$ cat src/rtl/mem_bus_arbiter.sv
// mem_bus_arbiter
// Shares one external memory port between instruction fetch and data access.
// Data normally wins arbitration. A streak counter lets fetch in after
// MAX_D_STREAK back-to-back data grants taken while fetch was waiting.
// A grant that sees no bus completion within TIMEOUT cycles is aborted. The
// abort returns a NOP to fetch, or zero to data, and raises a one-cycle bus_err.
//
// state | meaning
// IDLE  | bus free, arbitrate on current i_req/d_req
// GNT_I | fetch owns the bus, b_* hold the latched fetch request
// GNT_D | data owns the bus, b_* hold the latched data request
// TURN  | one dead bus cycle after completion or abort (abort cycle carries bus_err)

module mem_bus_arbiter #(
    parameter int MAX_D_STREAK = 4,
    parameter int TIMEOUT      = 255
) (
    input  logic        clk,
    input  logic        rst,
    input  logic        i_req,
    input  logic [31:0] i_addr,
    output logic [31:0] i_rdata,
    output logic        i_ready_n,
    output logic        i_busy,
    input  logic        d_req,
    input  logic        d_write,
    input  logic [1:0]  d_size,
    input  logic [31:0] d_addr,
    input  logic [31:0] d_wdata,
    output logic [31:0] d_rdata,
    output logic        d_ready_n,
    output logic        d_busy,
    output logic        b_req,
    output logic        b_write,
    output logic [1:0]  b_size,
    output logic [31:0] b_addr,
    output logic [31:0] b_wdata,
    input  logic [31:0] b_rdata,
    input  logic        b_ready_n,
    output logic        bus_err,
    output logic [1:0]  grant_id
);

    typedef enum logic [1:0] {
        IDLE  = 2'b00,
        GNT_I = 2'b01,
        GNT_D = 2'b10,
        TURN  = 2'b11
    } state_t;

    localparam logic [3:0]  STREAK_MAX = 4'(MAX_D_STREAK);
    localparam logic [9:0]  TMO_LAST   = 10'(TIMEOUT - 1);
    localparam logic [31:0] NOP_INSN   = 32'h0000_0013;

    state_t      state;
    logic [3:0]  streak;
    logic [9:0]  tmo_cnt;
    logic        err_fetch;

    logic        at_max;
    logic        data_win;
    logic        fetch_win;
    logic        i_done;
    logic        d_done;
    logic        i_abort;
    logic        d_abort;

    // Arbitration and completion decode
    always_comb begin
        at_max    = (streak == STREAK_MAX);
        data_win  = d_req & ~(i_req & at_max);
        fetch_win = i_req & ~data_win;
        i_done    = (state == GNT_I) & ~b_ready_n;
        d_done    = (state == GNT_D) & ~b_ready_n;
        i_abort   = bus_err & err_fetch;
        d_abort   = bus_err & ~err_fetch;
    end

    // Requester-side handshake: completion data passes straight through from the bus
    always_comb begin
        i_ready_n = ~(i_done | i_abort);
        d_ready_n = ~(d_done | d_abort);
        i_rdata   = i_done ? b_rdata : (i_abort ? NOP_INSN : 32'h0);
        d_rdata   = d_done ? b_rdata : 32'h0;
        i_busy    = i_req & (state != GNT_I);
        d_busy    = d_req & (state != GNT_D);
    end

    // Arbiter FSM with registered bus-side outputs
    always_ff @(posedge clk or negedge rst) begin
        if (!rst) begin
            state     <= IDLE;
            streak    <= '0;
            tmo_cnt   <= '0;
            err_fetch <= 1'b0;
            b_req     <= 1'b0;
            b_write   <= 1'b0;
            b_size    <= 2'b00;
            b_addr    <= 32'h0;
            b_wdata   <= 32'h0;
            bus_err   <= 1'b0;
            grant_id  <= 2'b00;
        end else begin
            bus_err <= 1'b0;
            case (state)
                IDLE: begin
                    tmo_cnt <= '0;
                    if (data_win) begin
                        state    <= GNT_D;
                        b_req    <= 1'b1;
                        b_write  <= d_write;
                        b_size   <= d_size;
                        b_addr   <= d_addr;
                        b_wdata  <= d_wdata;
                        grant_id <= 2'b10;
                        if (!i_req) begin
                            streak <= '0;
                        end else if (!at_max) begin
                            streak <= streak + 4'd1;
                        end
                    end else if (fetch_win) begin
                        state    <= GNT_I;
                        b_req    <= 1'b1;
                        b_write  <= 1'b0;
                        b_size   <= 2'b10;
                        b_addr   <= i_addr;
                        b_wdata  <= 32'h0;
                        grant_id <= 2'b01;
                        streak   <= '0;
                    end else begin
                        streak <= '0;
                    end
                end
                GNT_I, GNT_D: begin
                    if (!b_ready_n) begin
                        state    <= TURN;
                        b_req    <= 1'b0;
                        grant_id <= 2'b00;
                    end else if (tmo_cnt == TMO_LAST) begin
                        state     <= TURN;
                        b_req     <= 1'b0;
                        grant_id  <= 2'b00;
                        bus_err   <= 1'b1;
                        err_fetch <= (state == GNT_I);
                    end else begin
                        tmo_cnt <= tmo_cnt + 10'd1;
                    end
                end
                TURN: begin
                    state <= IDLE;
                end
                default: begin
                    state    <= IDLE;
                    b_req    <= 1'b0;
                    grant_id <= 2'b00;
                end
            endcase
        end
    end

endmodule

$ cat config.mk
export PLATFORM = sky130hd
export DESIGN_NAME = mem_bus_arbiter
export DESIGN_NICKNAME = d
export VERILOG_FILES = /design/src/rtl/mem_bus_arbiter.sv
export SDC_FILE = /design/constraint.sdc
export NUM_CORES = 1
export LEC_CHECK = 0
export ABC_AREA = 0
export BUFFER_PORTS_ARGS = -buffer_cell sky130_fd_sc_hd__buf_2
export CAP_MARGIN = 30
export CELL_PAD_IN_SITES_DETAIL_PLACEMENT = 1
export CELL_PAD_IN_SITES_GLOBAL_PLACEMENT = 1
export CORE_ASPECT_RATIO = 0.6
export CORE_UTILIZATION = 29
export DETAILED_ROUTE_END_ITERATION = 10
export PLACE_DENSITY = 0.88
export SLEW_MARGIN = 15
export SYNTH_ARGS = -nofsm -noshare
export SYNTH_HDL_FRONTEND = slang
export SYNTH_SLANG_ARGS = --single-unit
$ cat constraint.sdc
create_clock -name clk -period 3.2 [get_ports clk]
set_input_delay 0.64 -clock clk [delete_from_list [all_inputs] [get_ports clk]]
set_output_delay 0.64 -clock clk [all_outputs]
set_load 0.1 [all_outputs]
; ---- Word level (Yosys, flattened, before mapping)
; Cells that the tools add are included.
[word_totals]
regBits = 88
in_bits = 136
output_inout_bits = 139
elab_cells = 85
[op_classes]
addsub = 2
n_eq_ne = 12
muxes = 33
n_bitwise = 17
n_reduce_logical = 10
[op_table]
columns = cell, n
row1 = $mux 32, 6
row2 = $mux 10, 2
row3 = $pmux 10 s2, 1
row4 = $mux 2, 8
row5 = $mux 4, 3
row6 = $add 10x1->10 const B, 1
row7 = $eq 10x8->1 const B, 1
row8 = $and 1x1->1, 9
row9 = $mux 1, 9
row10 = $ne 3x3->1 const B, 3
row11 = $reduce_and 3->1, 3
row12 = $ne 2x2->1 const B, 3
row13 = $not 1->1, 6
row14 = $pmux 2 s3, 1
row15 = $reduce_and 2->1, 3
row16 = $mux 5, 1
row17 = $add 4x1->4 const B, 1
row18 = $eq 2x2->1 const B, 2
row19 = $eq 4x3->1 const B, 1
row20 = $pmux 2 s2, 1
row21 = $reduce_bool 2->1, 2
row22 = $eq 2x1->1 const B, 1
row23 = $logic_not 2->1, 1
row24 = $ne 2x1->1 const B, 1
row25 = other kinds (3), 4

; ---- Depth between registers and ports, before layout
[depth]
ltp_word = 9
depth_mapped = 8

; ---- Worst setup path after synthesis
; OpenSTA, ideal clock, no wires.
[synth_timing]
path_type = register -> output
start = register bus_err
end = output i_rdata[0]
arrival_ns = 3.577
path_slack_ns = -1.017
path_stages_with_launch = 3
path_buffers = 0
path_cell_list = dfrtp_1 a21oi_1 a21oi_1
[synth_between]
elab_chain_cells = 3
[synth_rtl]
columns = element, line_no
row1 = "start, declared", 40  ; output logic bus_err,
row2 = "start signal, assigned", 101  ; bus_err <= 1'b0;
row3 = "start signal, assigned", 104  ; bus_err <= 1'b0;
row4 = "start signal, assigned", 143  ; bus_err <= 1'b1;
row5 = $and 1x1->1, 75  ; i_abort = bus_err & err_fetch;
row6 = $mux 5, 83  ; i_rdata = i_done ? b_rdata : (i_abort ? NOP_INSN : 32'h0);
row7 = $mux 32, 83
row8 = "end, declared", 22  ; output logic [31:0] i_rdata,
; No other way between the ends.

; ---- Final worst setup path
[layout_timing]
start = register state[1]
end = output i_rdata[4]
[layout_between]
elab_chain_cells = 3
[layout_rtl]
columns = element, line_no
row1 = "start, declared", 55  ; state_t state;
row2 = "start signal, assigned", 92  ; state <= IDLE;
row3 = "start signal, assigned", 109  ; state <= GNT_D;
row4 = "start signal, assigned", 122  ; state <= GNT_I;
row5 = $eq 2x1->1, 73  ; i_done = (state == GNT_I) & ~b_ready_n;
row6 = $and 1x1->1, 73
row7 = $mux 32, 83
; No other way between the ends.

==> results.py <==
metrics = {
    "route": {
        "wl_met2_mm": 8.20,
        "drtPass1Iterations": 4,
        "vias": 4852,
        "drcViolationCount": 0,
        "drtIter0Drc": 261,
        "wl_per_cell_um": 16.9,
        "drt-met1-wl_mm": 7.64,
        "antenna_left": 0,
        "met3_length_mm": 1.09,
        "wl_mm": 17.1,
        "dr.max_layer_used": "met4",
        "avgViaCountPerCell": 4.82,
    },
    "clocking": {
        "clock-sinks": 88,
        "cts_hold_buf": 0,
        "clkLatencyLatePin_ns": 0.33,
        "cts_buffer_depth": 2,
        "cts_setup_buffers": 0,
        "root_buffer": "clkbuf_16",
        "cts-buffers-inserted": 9,
        "cts_resized": 0,
        "path_clk_slew_ns": 0.07,
        "cts_tree": "done",
        "h-tree-depth": 3,
    },
    "sta": {
        "rsz0062_at_grt": "no",
        "hold_viol_final": 0,
        "worst_pin_slew_ns": 0.697,
        "finalSetupViolations": 0,
        "maxSlewViolCount": 0,
        "period_needed_ns": 2.82,
        "period_share_pct": 88.0,
        "fmax_mhz": 355,
        "fin_skew_ns": 0.00827,
        "slew_headroom_pct": 53.5,
    },
    "worst_setup_path": {
        "crit_required_ns": 2.56,
        "ff2ff_setup_slack_ns": 0.97,
        "crit_fanout": 33,
        "cp-end-kind": "primary output",
        "arrival_ns": 2.18,
        "crit_type": "register to primary output",
        "cp-start-kind": "register",
    },
    "placement": {
        "io_buffer_count": 274,
        "globalplace.congestion": 0.833,
        "hpwl_mm": 13.5,
    },
    "global_routing": {
        "antenna_found_initial": 0,
        "grt_remaining_overflow": 0,
        "grt_max_degree": 73,
        "grt_pass1_vias": 5010,
        "grt_usage_pct": 21.2,
        "grt_pass1_wl_mm": 26.9,
    },
    "floorplanning": {
        "core_mm2": 0.0153,
        "die_w_um": 164,
        "dieArea_mm2": 0.0162,
        "ios": 275,
        "die_height_um": 99.0,
        "start_util_pct": 29.7,
        "row_count": 35,
    },
    "yosys": {
        "ys_top_cells_by_area": "dfrtp_1, nand2_1, and2_1, a31oi_1, nand3_1",
        "synth_area_mm2": 0.00455,
        "synth.ff_latch_count": 88,
        "synth_largest_area_cell": "dfrtp_1",
        "yosysTopAreaCellShare_pct": 48.4,
        "syn-num-nets": 686,
        "ys_seq_area_share_pct": 48.4,
        "synthCells": 542,
        "avgSynthCellArea_um2": 8.40,
        "yosys_warnings": 0,
        "synth_cell_type_count": 40,
    },
    "cells_and_area": {
        "mostFrequentLayoutCell": "buf_2",
        "fillers": 1818,
        "antenna_cells": 0,
        "syn_to_final_growth_pct": 62.1,
        "most-common-layout-cells": "buf_2, nand2_1, dfrtp_1, buf_12, and2_1",
        "final_util_pct": 48.2,
        "drive_gt1_share_pct": 38.4,
        "finalNetCount": 943,
    },
    "hold_path": {
        "hold_class": "primary input to async pin",
    },
    "run": {
        "drv_cap": 0,
    },
    "outcome": {
        "status": "completed",
    },
}
==> metal layers <==
layer	global-route usage, %	vias to the layer above
li1	-	2333
met1	28.2	2340
met2	35.0	166
met3	5.60	13
met4	3.56	0
met5	0	-
==> cell type report <==
class	instances	area, um2	area share, %
Clock buffer	10	229	3.10
Clock inverter	6	66.3	0.898
Inverter	12	45.0	0.610
Multi-Input combinational cell	402	2150	29.1
Sequential cell	88	2200	29.8
Tap cell	203	254	3.44
Timing Repair Buffer	286	2440	33.0
==> metrics by stage <==
step / TNS [ns] / worst slack [ns] / area, um2 / hold slack [ns] / std cells
finish: 0 / 0.385 / 7380 / 0.311 / 1007
global route: 0 / 0.263 / 7380 / 0.346 / 1007
CTS: 0 / 0.366 / 7380 / 0.324 / 1007
detailed placement: 0 / 0.742 / 7090 / 0.453 / 991
global placement: 0 / 0.851 / 7090 / 0.444 / 991
floorplan: -1.70 / -0.568 / 4560 / 0.344 / 542
==> cell usage after synthesis (all sizes together) <==
library cell and n:
nor4 1, ha 8, inv 12, o211ai 2, mux2 3, o31ai 2
nand2 147, a31o 1, nand4 6, a21oi 8, buf 11, nand3 42
nand4b 1, and2 63, a21o 3, o2bb2ai 2, and3 3, or3 1
a31oi 35, and4 1, dfrtp 88, o21ai 6, a211oi 2, nand2b 3
or4 2, a41oi 1, a41o 1, nor3 2, nor2b 4, and4bb 2
clkbuf 29, a22o 5, nor2 38, a211o 2, o311ai 5
==> registers in the layout, summed over array words and instances, names as in the netlist <==
| register | flops |
|---|---|
| state | 2 |
| bus_err | 1 |
| grant_id | 2 |
| b_write | 1 |
| b_addr | 32 |
| b_req | 1 |
| tmo_cnt | 10 |
| b_size | 2 |
| b_wdata | 32 |
| streak | 4 |
| err_fetch | 1 |
==> logic make-up (layout without fill, tap and decap cells) <==
group	after synthesis	after routing	synth area share (%)
simple gates	316	316	32.6
flops	88	88	48.4
compound gates	75	75	11.3
buf+inv	52	314	4.75
fa+ha+maj	8	8	2.20
mux	3	3	0.742
==> worst paths after layout <==
| check | from | end | cells after the start |
|---|---|---|---|
| max in group asynchronous | rst | b_addr[6]$_DFFE_PN0P_ | 2 |
| setup / recovery | state[1]$_DFFE_PN0P_ | i_rdata[4] | 7 |
| hold / removal | rst | b_wdata[13]$_DFFE_PN0P_ | 1 |
| min in group clk | b_wdata[20]$_DFFE_PN0P_ | b_wdata[20]$_DFFE_PN0P_ | 2 |
| setup reg to reg | state[1]$_DFFE_PN0P_ | b_addr[1]$_DFFE_PN0P_ | 7 |
| hold reg to reg | b_wdata[20]$_DFFE_PN0P_ | b_wdata[20]$_DFFE_PN0P_ | 2 |
==> worst max-delay path, cell delays in order, from the launching register on <==
cell and delay [ns]:
dfrtp_1 0.40, inv_1 0.12, ha_1 0.26, nor2b_1 0.16
buf_4 0.30, a21oi_2 0.10, a21oi_1 0.28, buf_12 0.22
Power is not shown: default switching activity piles up to over one toggle a cycle in this logic, so the estimate is an artifact.
